==> config.mk <==
export PLATFORM = sky130hd
export DESIGN_NAME = sqrt_sched
export DESIGN_NICKNAME = d
export VERILOG_FILES = /design/src/rtl/sqrt_sched.sv
export SDC_FILE = /design/constraint.sdc
export NUM_CORES = 1
export LEC_CHECK = 0
export ABC_AREA = 1
export CORE_MARGIN = 3
export CORE_UTILIZATION = 40
export CTS_CLUSTER_DIAMETER = 150
export DETAILED_ROUTE_END_ITERATION = 10
export GPL_TIMING_DRIVEN = 0
export HOLD_SLACK_MARGIN = 0.12
export SYNTH_ARGS = -nofsm -noshare
export SYNTH_HDL_FRONTEND = slang
export SYNTH_SLANG_ARGS = --single-unit
==> constraint.sdc <==
create_clock -name CLK -period 3.23 [get_ports CLK]
set_clock_uncertainty 0.15 [all_clocks]
set_input_delay 0.646 -clock CLK [delete_from_list [all_inputs] [get_ports CLK]]
set_output_delay 0.646 -clock CLK [all_outputs]
set_load 0.02 [all_outputs]
==> src/rtl/sqrt_sched.sv <==
// sqrt_sched: round-robin issue scheduler sharing one fixed-latency FP16 sqrt pipe.
// Each operand is tagged with its requester ID. Results come back in issue order
// through a response FIFO. A credit count covering the tag pipe and the FIFO keeps
// the FIFO from overflowing, so the sqrt pipe never needs backpressure.
// Optional build macro: SQRT_SCHED_PERF_EN adds the perf_issued / perf_stall counters.
module sqrt_sched #(
    parameter int  N_REQ        = 4,
    parameter int  SQRT_LATENCY = 7,
    parameter int  FIFO_DEPTH   = 8,
    localparam int IW           = (N_REQ > 1) ? $clog2(N_REQ) : 1
) (
    input  logic                CLK,
    input  logic                RST,
    input  logic [N_REQ-1:0]    req_valid,
    input  logic [N_REQ*16-1:0] req_data,
    output logic [N_REQ-1:0]    req_ready,
    output logic                sq_valid_in,
    output logic [15:0]         sq_in,
    input  logic                sq_valid_out,
    input  logic [15:0]         sq_out,
    output logic                rsp_valid,
    input  logic                rsp_ready,
    output logic [15:0]         rsp_data,
    output logic [IW-1:0]       rsp_id,
    output logic                lat_err
`ifdef SQRT_SCHED_PERF_EN
    ,
    output logic [31:0]         perf_issued,
    output logic [31:0]         perf_stall
`endif
);
    localparam int AW = (FIFO_DEPTH > 1) ? $clog2(FIFO_DEPTH) : 1;
    localparam int CW = $clog2(FIFO_DEPTH + 1);
    localparam int BW = $clog2(2 * SQRT_LATENCY + 1);

    logic [IW-1:0]          rr_ptr_reg, rr_ptr_next;
    logic [CW-1:0]          credits_reg, credits_next;
    logic                   issue_ok;
    logic                   any_grant;
    logic [IW-1:0]          grant_id;
    logic [N_REQ-1:0]       grant;
    logic [IW-1:0]          cand_id [N_REQ];
    logic [SQRT_LATENCY-1:0] tag_valid_reg;
    logic [IW-1:0]          tag_id_reg [SQRT_LATENCY];
    logic                   push, pop;
    logic [15:0]            data_mem [FIFO_DEPTH];
    logic [IW-1:0]          id_mem [FIFO_DEPTH];
    logic [AW-1:0]          wr_ptr_reg, rd_ptr_reg;
    logic [AW:0]            count_reg;
    logic [BW-1:0]          blank_reg;

    // Credits are judged on the registered count only; reset also blocks any grant.
    assign issue_ok = !RST && (credits_reg < CW'(FIFO_DEPTH));

    // Candidate requester for each search offset from the round-robin pointer.
    for (genvar gi = 0; gi < N_REQ; gi++) begin : g_cand
        logic [IW:0] sum;
        assign sum         = {1'b0, rr_ptr_reg} + (IW+1)'(gi);
        assign cand_id[gi] = (sum >= (IW+1)'(N_REQ)) ? IW'(sum - (IW+1)'(N_REQ)) : IW'(sum);
    end

    // Pick the first valid requester at or after rr_ptr, wrapping.
    always_comb begin
        any_grant = 1'b0;
        grant_id  = '0;
        for (int i = 0; i < N_REQ; i++) begin
            if (!any_grant && issue_ok && req_valid[cand_id[i]]) begin
                any_grant = 1'b1;
                grant_id  = cand_id[i];
            end
        end
    end

    // One-hot grant vector.
    for (genvar gi = 0; gi < N_REQ; gi++) begin : g_grant
        assign grant[gi] = any_grant && (grant_id == IW'(gi));
    end

    assign req_ready   = grant;
    assign sq_valid_in = any_grant;

    // Forward the granted operand to the sqrt pipe, zero when idle.
    always_comb begin
        sq_in = '0;
        for (int i = 0; i < N_REQ; i++) begin
            if (grant[i]) sq_in = req_data[16*i +: 16];
        end
    end

    // Pointer moves just past the winner; holds with no grant.
    always_comb begin
        rr_ptr_next = rr_ptr_reg;
        if (any_grant) rr_ptr_next = (grant_id == IW'(N_REQ - 1)) ? '0 : grant_id + 1'b1;
    end

    assign push = tag_valid_reg[SQRT_LATENCY-1];
    assign pop  = rsp_valid && rsp_ready;

    // Credit accounting: issue takes one, pop returns one.
    always_comb begin
        credits_next = credits_reg;
        if (any_grant && !pop)      credits_next = credits_reg + 1'b1;
        else if (!any_grant && pop) credits_next = credits_reg - 1'b1;
    end

    // Arbiter pointer and credit registers.
    always_ff @(posedge CLK or posedge RST) begin
        if (RST) begin
            rr_ptr_reg  <= '0;
            credits_reg <= '0;
        end else begin
            rr_ptr_reg  <= rr_ptr_next;
            credits_reg <= credits_next;
        end
    end

    // Tag pipe: tracks {valid, id} alongside the sqrt datapath.
    always_ff @(posedge CLK or posedge RST) begin
        if (RST) begin
            tag_valid_reg <= '0;
            for (int i = 0; i < SQRT_LATENCY; i++) tag_id_reg[i] <= '0;
        end else begin
            tag_valid_reg[0] <= any_grant;
            tag_id_reg[0]    <= grant_id;
            for (int i = 1; i < SQRT_LATENCY; i++) begin
                tag_valid_reg[i] <= tag_valid_reg[i-1];
                tag_id_reg[i]    <= tag_id_reg[i-1];
            end
        end
    end

    // Response storage; contents need no reset because occupancy is tracked separately.
    always_ff @(posedge CLK) begin
        if (push) begin
            data_mem[wr_ptr_reg] <= sq_out;
            id_mem[wr_ptr_reg]   <= tag_id_reg[SQRT_LATENCY-1];
        end
    end

    // FIFO pointers and occupancy; power-of-two depth lets pointers wrap naturally.
    always_ff @(posedge CLK or posedge RST) begin
        if (RST) begin
            wr_ptr_reg <= '0;
            rd_ptr_reg <= '0;
            count_reg  <= '0;
        end else begin
            if (push) wr_ptr_reg <= wr_ptr_reg + 1'b1;
            if (pop)  rd_ptr_reg <= rd_ptr_reg + 1'b1;
            if (push && !pop)      count_reg <= count_reg + 1'b1;
            else if (!push && pop) count_reg <= count_reg - 1'b1;
        end
    end

    assign rsp_valid = (count_reg != '0);
    assign rsp_data  = rsp_valid ? data_mem[rd_ptr_reg] : '0;
    assign rsp_id    = rsp_valid ? id_mem[rd_ptr_reg] : '0;

    // Sticky latency check; unmatched sqrt results are ignored for a while after reset
    // so that results still draining from before reset are not flagged.
    always_ff @(posedge CLK or posedge RST) begin
        if (RST) begin
            blank_reg <= BW'(2 * SQRT_LATENCY);
            lat_err   <= 1'b0;
        end else begin
            if (blank_reg != '0) blank_reg <= blank_reg - 1'b1;
            if (push && !sq_valid_out)                          lat_err <= 1'b1;
            if (!push && sq_valid_out && (blank_reg == '0))     lat_err <= 1'b1;
        end
    end

`ifdef SQRT_SCHED_PERF_EN
    // Performance counters: grants issued and cycles starved of credit.
    always_ff @(posedge CLK or posedge RST) begin
        if (RST) begin
            perf_issued <= '0;
            perf_stall  <= '0;
        end else begin
            if (any_grant) perf_issued <= perf_issued + 32'd1;
            if ((|req_valid) && !issue_ok) perf_stall <= perf_stall + 32'd1;
        end
    end
`endif

endmodule

[Yosys cells after proc, flatten, opt, wreduce, memory -nomap -nowiden]
Memories as Yosys holds them, arrays and structs flattened.
Cells that the tools add are included.
Storage, ports and cells
  register bits after elaboration: 42
  memory bits (writable): 144
  input bits: 88
  output and inout port bits: 41
  word-level logic and storage cells: 114
  memories: 2
Cells by class
  $add $sub $neg: 15
  order comparisons: 9
  eq/ne operators: 3
  mux-type cells: 35
  reduce and logical (&&, ||, !) cells: 35
Memory list
  data_mem: words 8, width 16, rd ports 1, clocked after memory_dff 0, write ports 1, line 46  | logic [15:0] data_mem [FIFO_DEPTH];
  id_mem: words 8, width 2, rd ports 1, clocked after memory_dff 0, write ports 1, line 47  | logic [IW-1:0] id_mem [FIFO_DEPTH];
Operator list (count)
  two-way mux 16 bit: 5
  logical AND 1 bit: 20
  two-way mux 2 bit: 10
  two-way mux 4 bit: 4
  < comparator 2 x 3 -> 1 bit (second input constant): 4
  two-way mux 1 bit: 12
  subtractor 4 x 1 -> 4 bit (second input constant): 3
  greater-or-equal comparator 3 bit (second input constant): 3
  adder 4 x 1 -> 4 bit (second input constant): 2
  binary-select mux 1 bit (select 2 bit): 4
  logical NOT 1 bit: 8
  nonzero test 4 bit: 2
  subtractor 2 x 1 -> 2 bit (second input constant): 4
  adder 2 x 2 -> 3 bit (second input constant): 2
  adder 3 x 1 -> 3 bit (second input constant): 2
  nonzero test 2 bit: 3
  == test 2 bit (second input constant): 2
  logical NOT 4 bit: 1
  < comparator 4 bit (second input constant): 1
  adder 2 x 1 -> 3 bit (second input constant): 1
  greater-or-equal comparator 2 x 3 -> 1 bit (second input constant): 1
  adder 2 x 1 -> 2 bit (second input constant): 1
  == test 2 x 1 -> 1 bit (second input constant): 1
  logical NOT 2 bit: 1

[Longest topological paths before layout]
  depth in word-level cells: 24
  mapped depth: 22
  gate-level depth less buffers: 19

[Worst setup path after synthesis]
OpenSTA, ideal clock, no wires.
  path type: input-to-output
  start point: input RST
  end point: output sq_in[10]
  arrival time: 2629 ps
  data required time: 2434 ps
  path slack: -195 ps
  stages: 17
  path buffers: 2
  cells stage by stage: nor2_1 -> inv_1 -> nor2_1 -> a22oi_1 -> nand2_1 -> o21ai_0 -> nand2_1 -> nand2_1 -> inv_1 -> ha_1 -> buf_1 -> clkbuf_1 -> nand3_1 -> nand2_1 -> inv_1 -> nand2_1 -> nand2_1
Between the ends
  cells in the longest elaborated chain, start to end: 22
RTL lines
  start, declared: line 13  | input logic RST,
  logical NOT 1 bit (no source line) (*)
  logical AND 1 bit (*): line 53  | assign issue_ok = !RST && (credits_reg < CW'(FIFO_DEPTH));
  logical AND 1 bit: line 67  | if (!any_grant && issue_ok && req_valid[cand_id[i]]) begin
  two-way mux 1 bit: line 67
  logical NOT 1 bit: line 67
  logical AND 1 bit (2 in a row): line 67
  two-way mux 1 bit: line 67
  logical NOT 1 bit: line 67
  [3 not listed]
  logical NOT 1 bit: line 67
  logical AND 1 bit (2 in a row): line 67
  two-way mux 2 bit (*): line 67
  named net grant_id[1]: line 40  | logic [IW-1:0] grant_id;
  logical NOT 2 bit: line 76  | assign grant[gi] = any_grant && (grant_id == IW'(gi));
  logical AND 1 bit: line 76
  two-way mux 16 bit (3 in a row): line 86  | if (grant[i]) sq_in = req_data[16*i +: 16];
  two-way mux 16 bit (*): line 86
  end, declared: line 18  | output logic [15:0] sq_in,
The timed path passes the listed nets; every way through them passes the cells marked *.

[Worst setup path after layout]
  start point: register rr_ptr_reg[0]
  end point: output sq_in[10]
Between the ends
  cells in the longest elaborated chain, start to end: 24
RTL lines
  start, declared: line 36  | logic [IW-1:0] rr_ptr_reg, rr_ptr_next;
  start signal, assigned: line 112  | rr_ptr_reg <= rr_ptr_next;
  greater-or-equal comparator 2 x 3 -> 1 bit / subtractor 2 x 1 -> 2 bit (equally long branches): line 59  | assign cand_id[gi] = (sum >= (IW+1)'(N_REQ)) ? IW'(sum - (IW+1)'(N_REQ)) : IW'(sum);
  two-way mux 2 bit: line 59
  binary-select mux 1 bit (select 2 bit): line 67
  two-way mux 1 bit (not written as such): line 67
  logical AND 1 bit: line 67
  two-way mux 1 bit: line 67
  logical NOT 1 bit: line 67
  logical AND 1 bit (2 in a row): line 67
  [4 not listed]
  two-way mux 1 bit: line 67
  logical NOT 1 bit: line 67
  logical AND 1 bit (2 in a row): line 67
  two-way mux 2 bit: line 67
  logical NOT 2 bit: line 76
  logical AND 1 bit: line 76
  two-way mux 16 bit (3 in a row): line 86
  two-way mux 16 bit (*): line 86
Every way passes the cells marked *; elsewhere a longest branch is shown, timed or not. The select of a mux whose other input is x is not followed.

==> key figures <==
Power and ir drop
  – Leakage: 0.00488 uW
  – Peak supply drop: 1.05 mV
  – PD cells: 1130 nW/um^2

Detailed routing
  – First-pass iteration count of the detailed router: 5
  – Avg Vias per Cell: 5.11
  – Avg WL per Cell: 18.1 um
  – Vias after detailed routing: 6733
  – Post-DRT Antenna Nets: 0
  – 1st-iter DRT viols: 500
  – WL final: 23800 um
  – Residual DRC: 0

Placement
  – Detailed placement HPWL: 15000 um
  – GP Congestion: 0.847
  – Placed inst area: 10200 um^2
  – Dpl cells: 1236
  – DP Worst Slack: -1.38 ns
  – Port bufs: 128

GRT
  – Antenna violations before repair: 0
  – GR Util All Layers: 0.207
  – Largest net degree at the start of global routing: 43
  – Total grt overflow: 0
  – First-pass GRT wire length: 35500 um
  – Vias in the first global route: 6672

Synth
  – Synth Area in Simple Gates: 0.166
  – Syn_nets: 933
  – Seq/Total Area, Yosys: 0.639
  – Post-synthesis instance total: 830
  – Post-synth EDFFs: 144
  – Post-Synth Adder-Cell Area: 0.0241
  – Synthesis Warnings: 0
  – Post-Synthesis Cell Area: 8410 um^2
  – Synth Area in XOR/XNOR: 0.0115
  – FF+latch count, synth: 186
  – Syn_area_per_cell: 10.1 um^2
  – Mux share of post-synthesis cell area: 0.00134
  – Library cells used by synthesis: 32
  – Main combinational cell family by area after synthesis: simple AND/OR/NAND/NOR gates
  – Synth Area in Compound Gates: 0.0946
  – Leading register cell type out of synthesis: edfxtp_1
  – Fraction of registers with async set/reset: 0.226

Timing
  – Slew at the pin with the worst max-slew slack: 0.843 ns
  – Worst Slack Setup Final: -0.469 ns
  – Worst hold slack: 0.192 ns
  – RSZ-0062 raised after global routing: yes
  – Setup Viol. Count Final: 21
  – Tcrit/Tclk final: 1.15
  – Fmax: 270 MHz
  – Final hold violation count: 0
  – Crit path time final: 3.70 ns
  – Final Max Tran Viols: 0
  – Slew HR: 0.437

Clock network
  – TritonCTS buffer count: 17
  – Clock latency on the worst-skew pair: 0.43 ns
  – Clock sink count: 186
  – Clk slew on worst S/H paths: 0.07 ns
  – Max clock buf depth: 2
  – Root Driver: clkbuf_16
  – CTS Hold Buffers Added: 0
  – Htree depth: 4
  – CTS tree: done

Run status
  – Status: finished with violations
  – Failing checks: setup timing

Worst setup path
  – Worst EP required: 2.43 ns
  – Critical Path Sink Type: primary output
  – Worst Path Arrival: 2.90 ns
  – Critical path type: flop to primary output
  – CP startpoint kind: flop
  – Worst-path fanout max: 8

Cells and area
  – Layout Nets: 1137
  – Most frequent cells in the layout: edfxtp_1 (144), nor2_1 (117), o21ai_0 (95)
  – Fin area: 11900 um^2
  – Count of non-filler cells in the finished layout: 1317
  – Max reg flops: 128
  – Diode count: 0
  – Area Growth Syn to Fin: 41.9%
  – Fillers: 1748
  – Core Util, Final: 0.584
  – Commonest non-fill, non-tap cell in the layout: edfxtp_1
  – Share of layout cells above drive strength 1: 0.247

Floorplan
  – Core area: 20400 um^2
  – Die Ht: 151 um
  – DIE AREA: 22800 um^2
  – Number of I/O pins: 129
  – Row count: 52
  – Die width: 151 um
  – Initial Util: 0.412

Run
  – Max Cap Viol: 0

Hold path
  – Hold crit path type: flop to flop
final cells by class:
type	count	area (um^2)	area share
Timing Repair Buffer	192	2000	0.167
Tap cell	270	338	0.0283
Clock inverter	15	160	0.0134
Multi-Input combinational cell	514	3000	0.251
Clock buffer	17	425	0.0356
Buffer	38	285	0.0239
Sequential cell	186	5380	0.451
Inverter	85	352	0.0294
worst max-delay path, stage by stage, from the launching register on:
cell,delay [ns]
dfrtp_1,0.34
buf_6,0.16
clkinv_8,0.10
nand2_4,0.08
nand2_4,0.05
buf_4,0.13
buf_4,0.12
nand2_1,0.10
nand4_1,0.14
nand2_1,0.12
nand2_2,0.09
buf_6,0.13
ha_4,0.20
buf_8,0.16
nor2_2,0.14
nand3_2,0.11
nand3_4,0.07
nand2_2,0.04
nand2_1,0.06
buf_6,0.11
cells in the mapped netlist, types with 3 or more instances:
cell,count,area share
xnor2_1,5,0.0052
a21oi_1,6,0.0036
o21ai_0,97,0.058
dfrtp_1,39,0.12
inv_2,3,0.0013
edfxtp_1,144,0.51
o22ai_1,18,0.013
inv_1,79,0.035
clkinv_1,3,0.0013
clkbuf_1,34,0.015
a31oi_1,18,0.013
xor2_1,6,0.0062
ha_1,13,0.019
nand2_1,120,0.054
nand3_1,69,0.041
dfstp_2,3,0.0094
buf_4,7,0.0062
nor2_1,146,0.065
per-layer routing:
| metal | global-route usage | up-vias | wire [um] |
|---|---|---|---|
| met1 | 0.261 | 3197 | 9810 |
| met2 | 0.345 | 273 | 11800 |
| met5 | 0 | - | 0 |
| met3 | 0.0580 | 37 | 1750 |
| met4 | 0.0725 | 0 | 501 |
| li1 | - | 3226 | - |
stage by stage:
step	power (uW)	setup TNS (ns)
floorplan	7030	0
finish	13500	-7.91
global route	14400	-11.99
global placement	9360	-28.99
detailed placement	9530	-31.00
CTS	12600	-6.53
repair_timing:
action | 4_1_cts | 5_1_grt
cloned | 4 | 1
gates resized for setup | 250 | 113
setup endpoints to repair | 40 | 31
pin swaps | 28 | 55
buffers inserted | 42 | 21
cells by family (layout without fill, tap and decap cells):
group,after synthesis,count (layout)
AND/OR/NAND/NOR,342,342
flip-flops,186,186
AO/OA/AOI/OAI,145,145
buffers and inverters,130,347
adder cells (fa/ha/maj),15,15
XOR/XNOR,11,11
multiplexers,1,1
power breakdown:
group | internal [uW] | switching [uW]
Sequential | 3180 | 227
Clock | 1090 | 955
Combinational | 3490 | 4600
Total | 7760 | 5790
worst paths after layout:
check / from / cells after the start / slack [ns] / to
max: rr_ptr_reg[0] / 19 / -0.47 / sq_in[10]
min reg2reg: tag_id_reg[6] / 0 / 0.19 / tag_id_reg[4]
max in group asynchronous: RST / 2 / 1.91 / rd_ptr_reg[0]
min: tag_id_reg[6] / 0 / 0.19 / tag_id_reg[4]
min in group asynchronous: RST / 2 / 0.43 / blank_reg[0]
max reg2reg: rr_ptr_reg[0] / 28 / -0.05 / tag_id_reg[13]
Note: power is estimated with default switching activity, not from simulation.
